[src/rtl/regfile_wb.sv]
// Register file with a write-back pipeline register and EX/MEM/WB read bypassing.
// Register 0 is hard-wired to zero, and reset clears all state asynchronously.
module regfile_wb #(
  parameter int NREG = 32
) (
  input  logic        clk,
  input  logic        rst,
  input  logic        stall_i,
  input  logic        flush_i,
  input  logic [4:0]  ex_wd_i,
  input  logic        ex_wreg_i,
  input  logic [31:0] ex_wdata_i,
  input  logic [4:0]  mem_wd_i,
  input  logic        mem_wreg_i,
  input  logic [31:0] mem_wdata_i,
  input  logic        re1_i,
  input  logic [4:0]  raddr1_i,
  output logic [31:0] rdata1_o,
  input  logic        re2_i,
  input  logic [4:0]  raddr2_i,
  output logic [31:0] rdata2_o,
  output logic [4:0]  wb_wd_o,
  output logic        wb_wreg_o,
  output logic [31:0] wb_wdata_o
);

  logic [31:0] regs [NREG];
  logic        wb_write;

  always_ff @(posedge clk or negedge rst) begin
    if (!rst) begin
      wb_wd_o    <= '0;
      wb_wreg_o  <= 1'b0;
      wb_wdata_o <= '0;
    end else if (flush_i) begin
      wb_wd_o    <= '0;
      wb_wreg_o  <= 1'b0;
      wb_wdata_o <= '0;
    end else if (!stall_i) begin
      wb_wd_o    <= mem_wd_i;
      wb_wreg_o  <= mem_wreg_i;
      wb_wdata_o <= mem_wdata_i;
    end
  end

  // A stalled entry is rewritten every cycle; the repeated write is harmless.
  assign wb_write = wb_wreg_o && (wb_wd_o != 5'd0) && (int'(wb_wd_o) < NREG);

  always_ff @(posedge clk or negedge rst) begin
    if (!rst) begin
      for (int i = 0; i < NREG; i++) begin
        regs[i] <= '0;
      end
    end else if (wb_write) begin
      regs[wb_wd_o] <= wb_wdata_o;
    end
  end

  // Youngest producer wins: EX, then MEM, then WB, then the array.
  function automatic logic [31:0] read_port(input logic re, input logic [4:0] addr);
    logic [31:0] data;
    data = '0;
    if (!rst || !re || addr == 5'd0) begin
      data = '0;
    end else if (ex_wreg_i && ex_wd_i == addr) begin
      data = ex_wdata_i;
    end else if (mem_wreg_i && mem_wd_i == addr) begin
      data = mem_wdata_i;
    end else if (wb_wreg_o && wb_wd_o == addr) begin
      data = wb_wdata_o;
    end else if (int'(addr) < NREG) begin
      data = regs[addr];
    end
    return data;
  endfunction

  always_comb begin
    rdata1_o = read_port(re1_i, raddr1_i);
    rdata2_o = read_port(re2_i, raddr2_i);
  end

endmodule
[config.mk]
export PLATFORM = sky130hd
export DESIGN_NAME = regfile_wb
export DESIGN_NICKNAME = d
export VERILOG_FILES = /design/src/rtl/regfile_wb.sv
export SDC_FILE = /design/constraint.sdc
export NUM_CORES = 2
export LEC_CHECK = 0
export BUFFER_PORTS_ARGS = -buffer_cell sky130_fd_sc_hd__buf_2
export CORE_MARGIN = 2
export CORE_UTILIZATION = 50
export DETAILED_ROUTE_END_ITERATION = 6
export HOLD_SLACK_MARGIN = 0.15
export PLACE_DENSITY = 0.65
export SYNTH_ARGS = -nofsm -noshare
export SYNTH_HDL_FRONTEND = slang
export SYNTH_SLANG_ARGS = --single-unit
[constraint.sdc]
create_clock -name clk -period 2.65 [get_ports clk]
set_clock_uncertainty 0.05 [all_clocks]
set_input_delay 0.3975 -clock clk [delete_from_list [all_inputs] [get_ports clk]]
set_output_delay 0.3975 -clock clk [all_outputs]
set_load 0.005 [all_outputs]
After elaboration in Yosys (flattened, before gate mapping)
Cells that the tools add are included.
- register bits: 1062
- input bits: 92
- output and inout port bits: 102
- word-level logic and storage cells: 90
- order comparisons: 4
- eq/ne operators: 7
- multiplexer cells: 23
- bitwise logic cells: 3
- reductions and logical operators: 18
- operators by type and width (kind ; count):
    1024-bit bitwise mux ; 1
    32-bit 2-to-1 mux ; 15
    32-bit binary-select mux with 5-bit select ; 2
    32-bit demux with 5-bit select ; 1
    5-bit == test ; 6
    6-bit greater-or-equal comparator (second input constant) ; 3
    5-bit NOT with 6-bit output ; 3
    5-bit zero test ; 2
    5-bit 2-to-1 mux ; 2
    1-bit logical AND ; 8
    6-bit by 1-bit < comparator with 1-bit output (second input constant) ; 1
    5-bit nonzero test ; 1
    1-bit logical OR ; 4
    1-bit zero test ; 3
    1-bit 2-to-1 mux ; 2
    2-bit by 1-bit != test with 1-bit output (second input constant) ; 1

Longest topological paths before layout
- word-level depth: 8
- gate-level depth with buffers: 10
- depth with buffers taken out: 5

Worst setup path before layout
OpenSTA, ideal clock, no wires.
- kind: input to output
- start: input raddr2_i[0]
- end: output rdata2_o[21]
- data arrival time: 2.064 ns
- data required time: 2.203 ns
- path slack: 0.138 ns
- stages: 8
- path buffers: 3
- cell sequence: buf_4 > buf_6 > buf_2 > mux4_2 > a22oi_1 > nand2_1 > a2111oi_0 > a2111oi_1
- word-level cells in the longest chain between the ends: 8
- elaborated cells on any way between the ends: 16
- those cells by class: eq/ne: 3; mux: 7; bitwise: 1; reduce/logical: 5
- ends and longest elaborated chain (item ; line ; text):
    from (decl) ; 20 ; input logic [4:0] raddr2_i,
    5-bit NOT with 6-bit output (not written as such) ; 72 ; data = regs[addr];
    32-bit binary-select mux with 5-bit select ; 72 ;
    32-bit 2-to-1 mux (not written as such) (2 in series) ; 72 ;
    32-bit 2-to-1 mux ; 69 ; end else if (wb_wreg_o && wb_wd_o == addr) begin
    32-bit 2-to-1 mux ; 67 ; end else if (mem_wreg_i && mem_wd_i == addr) begin
    32-bit 2-to-1 mux ; 65 ; end else if (ex_wreg_i && ex_wd_i == addr) begin
    32-bit 2-to-1 mux (*) ; 63 ; if (!rst || !re || addr == 5'd0) begin
    to (decl) ; 21 ; output logic [31:0] rdata2_o,
Every way passes the cells marked *; elsewhere a longest branch is shown, timed or not. The select of a mux whose other input is x is not followed.

Final worst setup path
- start: register wb_wd_o[1]
- end: output rdata1_o[13]
- word-level cells in the longest chain between the ends: 6
- ends and longest elaborated chain (item ; line ; text):
    from (decl) ; 22 ; output logic [4:0] wb_wd_o,
    from (signal assigned) ; 40 ; wb_wd_o <= mem_wd_i;
    5-bit == test ; 69 ;
    1-bit logical AND ; 69 ;
    32-bit 2-to-1 mux ; 69 ;
    32-bit 2-to-1 mux ; 67 ;
    32-bit 2-to-1 mux ; 65 ;
    32-bit 2-to-1 mux ; 63 ;
    to (decl) ; 18 ; output logic [31:0] rdata1_o,
No other way between the ends.

==> impl_metrics.ini <==
[timing]
slew_violations = 0
fmax_ghz = 0.2722
finalSetupTns_ns = -48.08
worst_slack_ns = -1.024
fin_crit_sh_pct = 138.7
report.final.hold_viol_count = 0
tightest_slew_ns = 0.8388
setup_viol = 64
hold_slack_ns = 0.2270
rsz0062_at_grt = yes
relSlewSlack_pct = 44.08
period_needed_ns = 3.674

[floorplan]
row_count = 124
start_util_pct = 50.40
boundaryPins = 194
die_area_um2 = 118000
die_y_um = 343.5
coreArea_um2 = 114300
die_w_um = 343.5

[drt]
drc = 0
first_iter_violations = 5228
drt_first_pass_iters = 5
vias_per_cell = 6.995
wire_per_inst_um = 35.55
ant_nets = 0
wl_um = 219000
vias = 43100

[synthesis]
syn_inst = 3987
synth_top_area_share_pct = 46.11
synthAdderAreaFrac_pct = 0
syn_area_per_cell_um2 = 14.46
synth_compound_area_share_pct = 7.355
synthDistinctLibCells = 56
synth_edf_count = 0
synth_top_family_by_area = multiplexers
synth_xor_area_share_pct = 0.4559
synth-warning-count = 0
yosysSeqAreaShare_pct = 46.11
synth_top_cell_by_area = dfrtp_1
syn_area_um2 = 57630
synth.mux.area_fraction_pct = 39.52
ys.flop_type = dfrtp_1
synth-simple-area-share_pct = 2.623
synthArstFlopShare_pct = 100.0
synthTopCellsByArea = dfrtp_1, mux2_2, mux4_2
syn_nets = 4079
synth-seq-cells = 1062

[critical_path]
slowest_stage = dfrtp_2
path_cells = xnor2_2 > nand4_1 > a2bb2o_4 > buf_12 > buf_12 > buf_12 > a2111oi_4 > buf_4 > a2111oi_4 > buf_2
cp-start-kind = flip-flop
arrival_ns = 3.23
end_kind = output port
slowest_delay_ns = 0.49
crit_path_frequent_cell = buf_12
worst-path-max-fanout = 5
crit_required_ns = 2.20
worstSetupPathType = flip-flop to output port

[clock_network]
h-tree-depth = 3
clk_path_buf_depth = 3
cts_root_buf = clkbuf_16
cts-buffers-inserted = 114
cts_tree = yes
clkLatencyLatePin_ns = 0.72
cts_sinks = 1062
clk_pin_slew_ns = 0.06

[grt]
grt.busiest_layer = met2
grt_max_degree = 132
track_usage_pct = 37.17
antenna_found_initial = 8
met1_usage_pct = 49.78
grt_pass1_wl_um = 313600
gr-total-overflow = 0
grt_util_met2_pct = 55.38
grt_pass1_vias = 43910
grt_use_met3_pct = 10.34

[layout]
final_common_cell = dfrtp_1
nets = 4647
layout_common_cells = dfrtp_1, mux2_2, buf_4
fin_area_um2 = 73330
syn_to_final_growth_pct = 27.24
multi_input_area_um2 = 32150
fillers = 8119
drive_gt1_share_pct = 62.71
register_area_um2 = 26580

[power_and_ir_drop]
fin_total_pwr_mw = 38.76
power_density_nw_per_um2 = 528.6
leakagePower_nw = 32.98
vdd.ir_drop.worst_mv = 0.5281

[hold_path]
hold_path.class = input port to flip-flop

[job]
maxCapViolations = 0

[placed_design]
port_buffers = 193
place_congestion = 0.9208
place_area_um2 = 65260
dp_hpwl_um = 140200

[status]
failed_checks = negative setup slack
status = finished with violations
==> state kept, by name, summed over array words and instances, names as in the netlist <==
| name | count |
|---|---|
| regs | 1024 |
| wb_wd_o | 5 |
| wb_wdata_o | 32 |
| wb_wreg_o | 1 |
==> synth_stat cells, drive strengths merged, types with 16 or more instances <==
cell,count
o21ai,29
a21boi,48
mux2i,41
nand2,89
mux2,1020
a22oi,222
nand3b,18
nor2b,23
dfrtp,1062
xor2,16
o22ai,77
clkbuf,255
buf,218
a2111oi,125
nand3,22
nor2,126
a31oi,16
mux4,483
==> critical path, delay by kind of cell (launching register included) <==
kind	cells	cell delay, ns
AOI/OAI and AO/OA	3	0.80
buffers and inverters	5	0.79
DFF	1	0.49
and+or+nand+nor	1	0.20
xor gates and xnor gates	1	0.20
==> timing repair <==
| item | CTS | global route |
|---|---|---|
| gates cloned | 5 | 0 |
| pin swaps | 136 | 84 |
| hold buffers | 39 | 0 |
| endpoints found under the hold margin | 116 | 0 |
| gates resized for setup | 468 | 117 |
| setup endpoints to repair | 64 | 64 |
| buffers inserted | 66 | 24 |
==> metrics by stage <==
stage	cells	utilization, %	worst slack [ns]
final	6162	64.13	-1.024
after floorplan	3987	-	0.1385
after CTS	6150	63.46	-0.8206
after detailed placement	5877	57.08	-1.091
after global placement	5877	57.08	-1.195
after global routing	6158	64.12	-0.9774
==> logic make-up after synthesis <==
logic type | Yosys count
xor+xnor | 30
buf+inv | 475
mux | 1544
simple gates | 319
flops | 1062
compound gates | 557
==> cell type report <==
class	count	area share, %
Tap cell	1512	2.580
Clock inverter	39	0.6637
Multi-Input combinational cell	2450	43.84
Inverter	2	0.01024
Clock buffer	167	4.602
Sequential cell	1062	36.25
Antenna cell	5	0.01706
Timing Repair Buffer	925	12.04
==> metal layers <==
metal / wire [um] / vias up
met4: 13670 / 6
met2: 97640 / 2805
li1: - / 16740
met1: 83120 / 22810
met3: 24530 / 741
met5: 70 / -
==> worst paths after layout <==
kind | startpoint | end | slack (ns) | cells past startpoint
max | wb_wd_o[1] | rdata1_o[13] | -1.02 | 10
min | stall_i | wb_wdata_o[1] | 0.23 | 4
max reg2reg | wb_wd_o[4] | regs[809] | 0.09 | 6
min reg2reg | regs[1009] | regs[1009] | 0.35 | 0
max in group asynchronous | rst | regs[383] | 0.86 | 4
min in group asynchronous | rst | regs[969] | 0.47 | 3
==> power by group <==
group / switching (mW) / internal [mW] / total (mW)
combinational: 2.71 / 2.22 / 4.93
clock: 6.99 / 9.66 / 16.7
sequential: 0.440 / 16.7 / 17.2
total: 10.1 / 28.6 / 38.8
(Power assumes the default switching activity.)
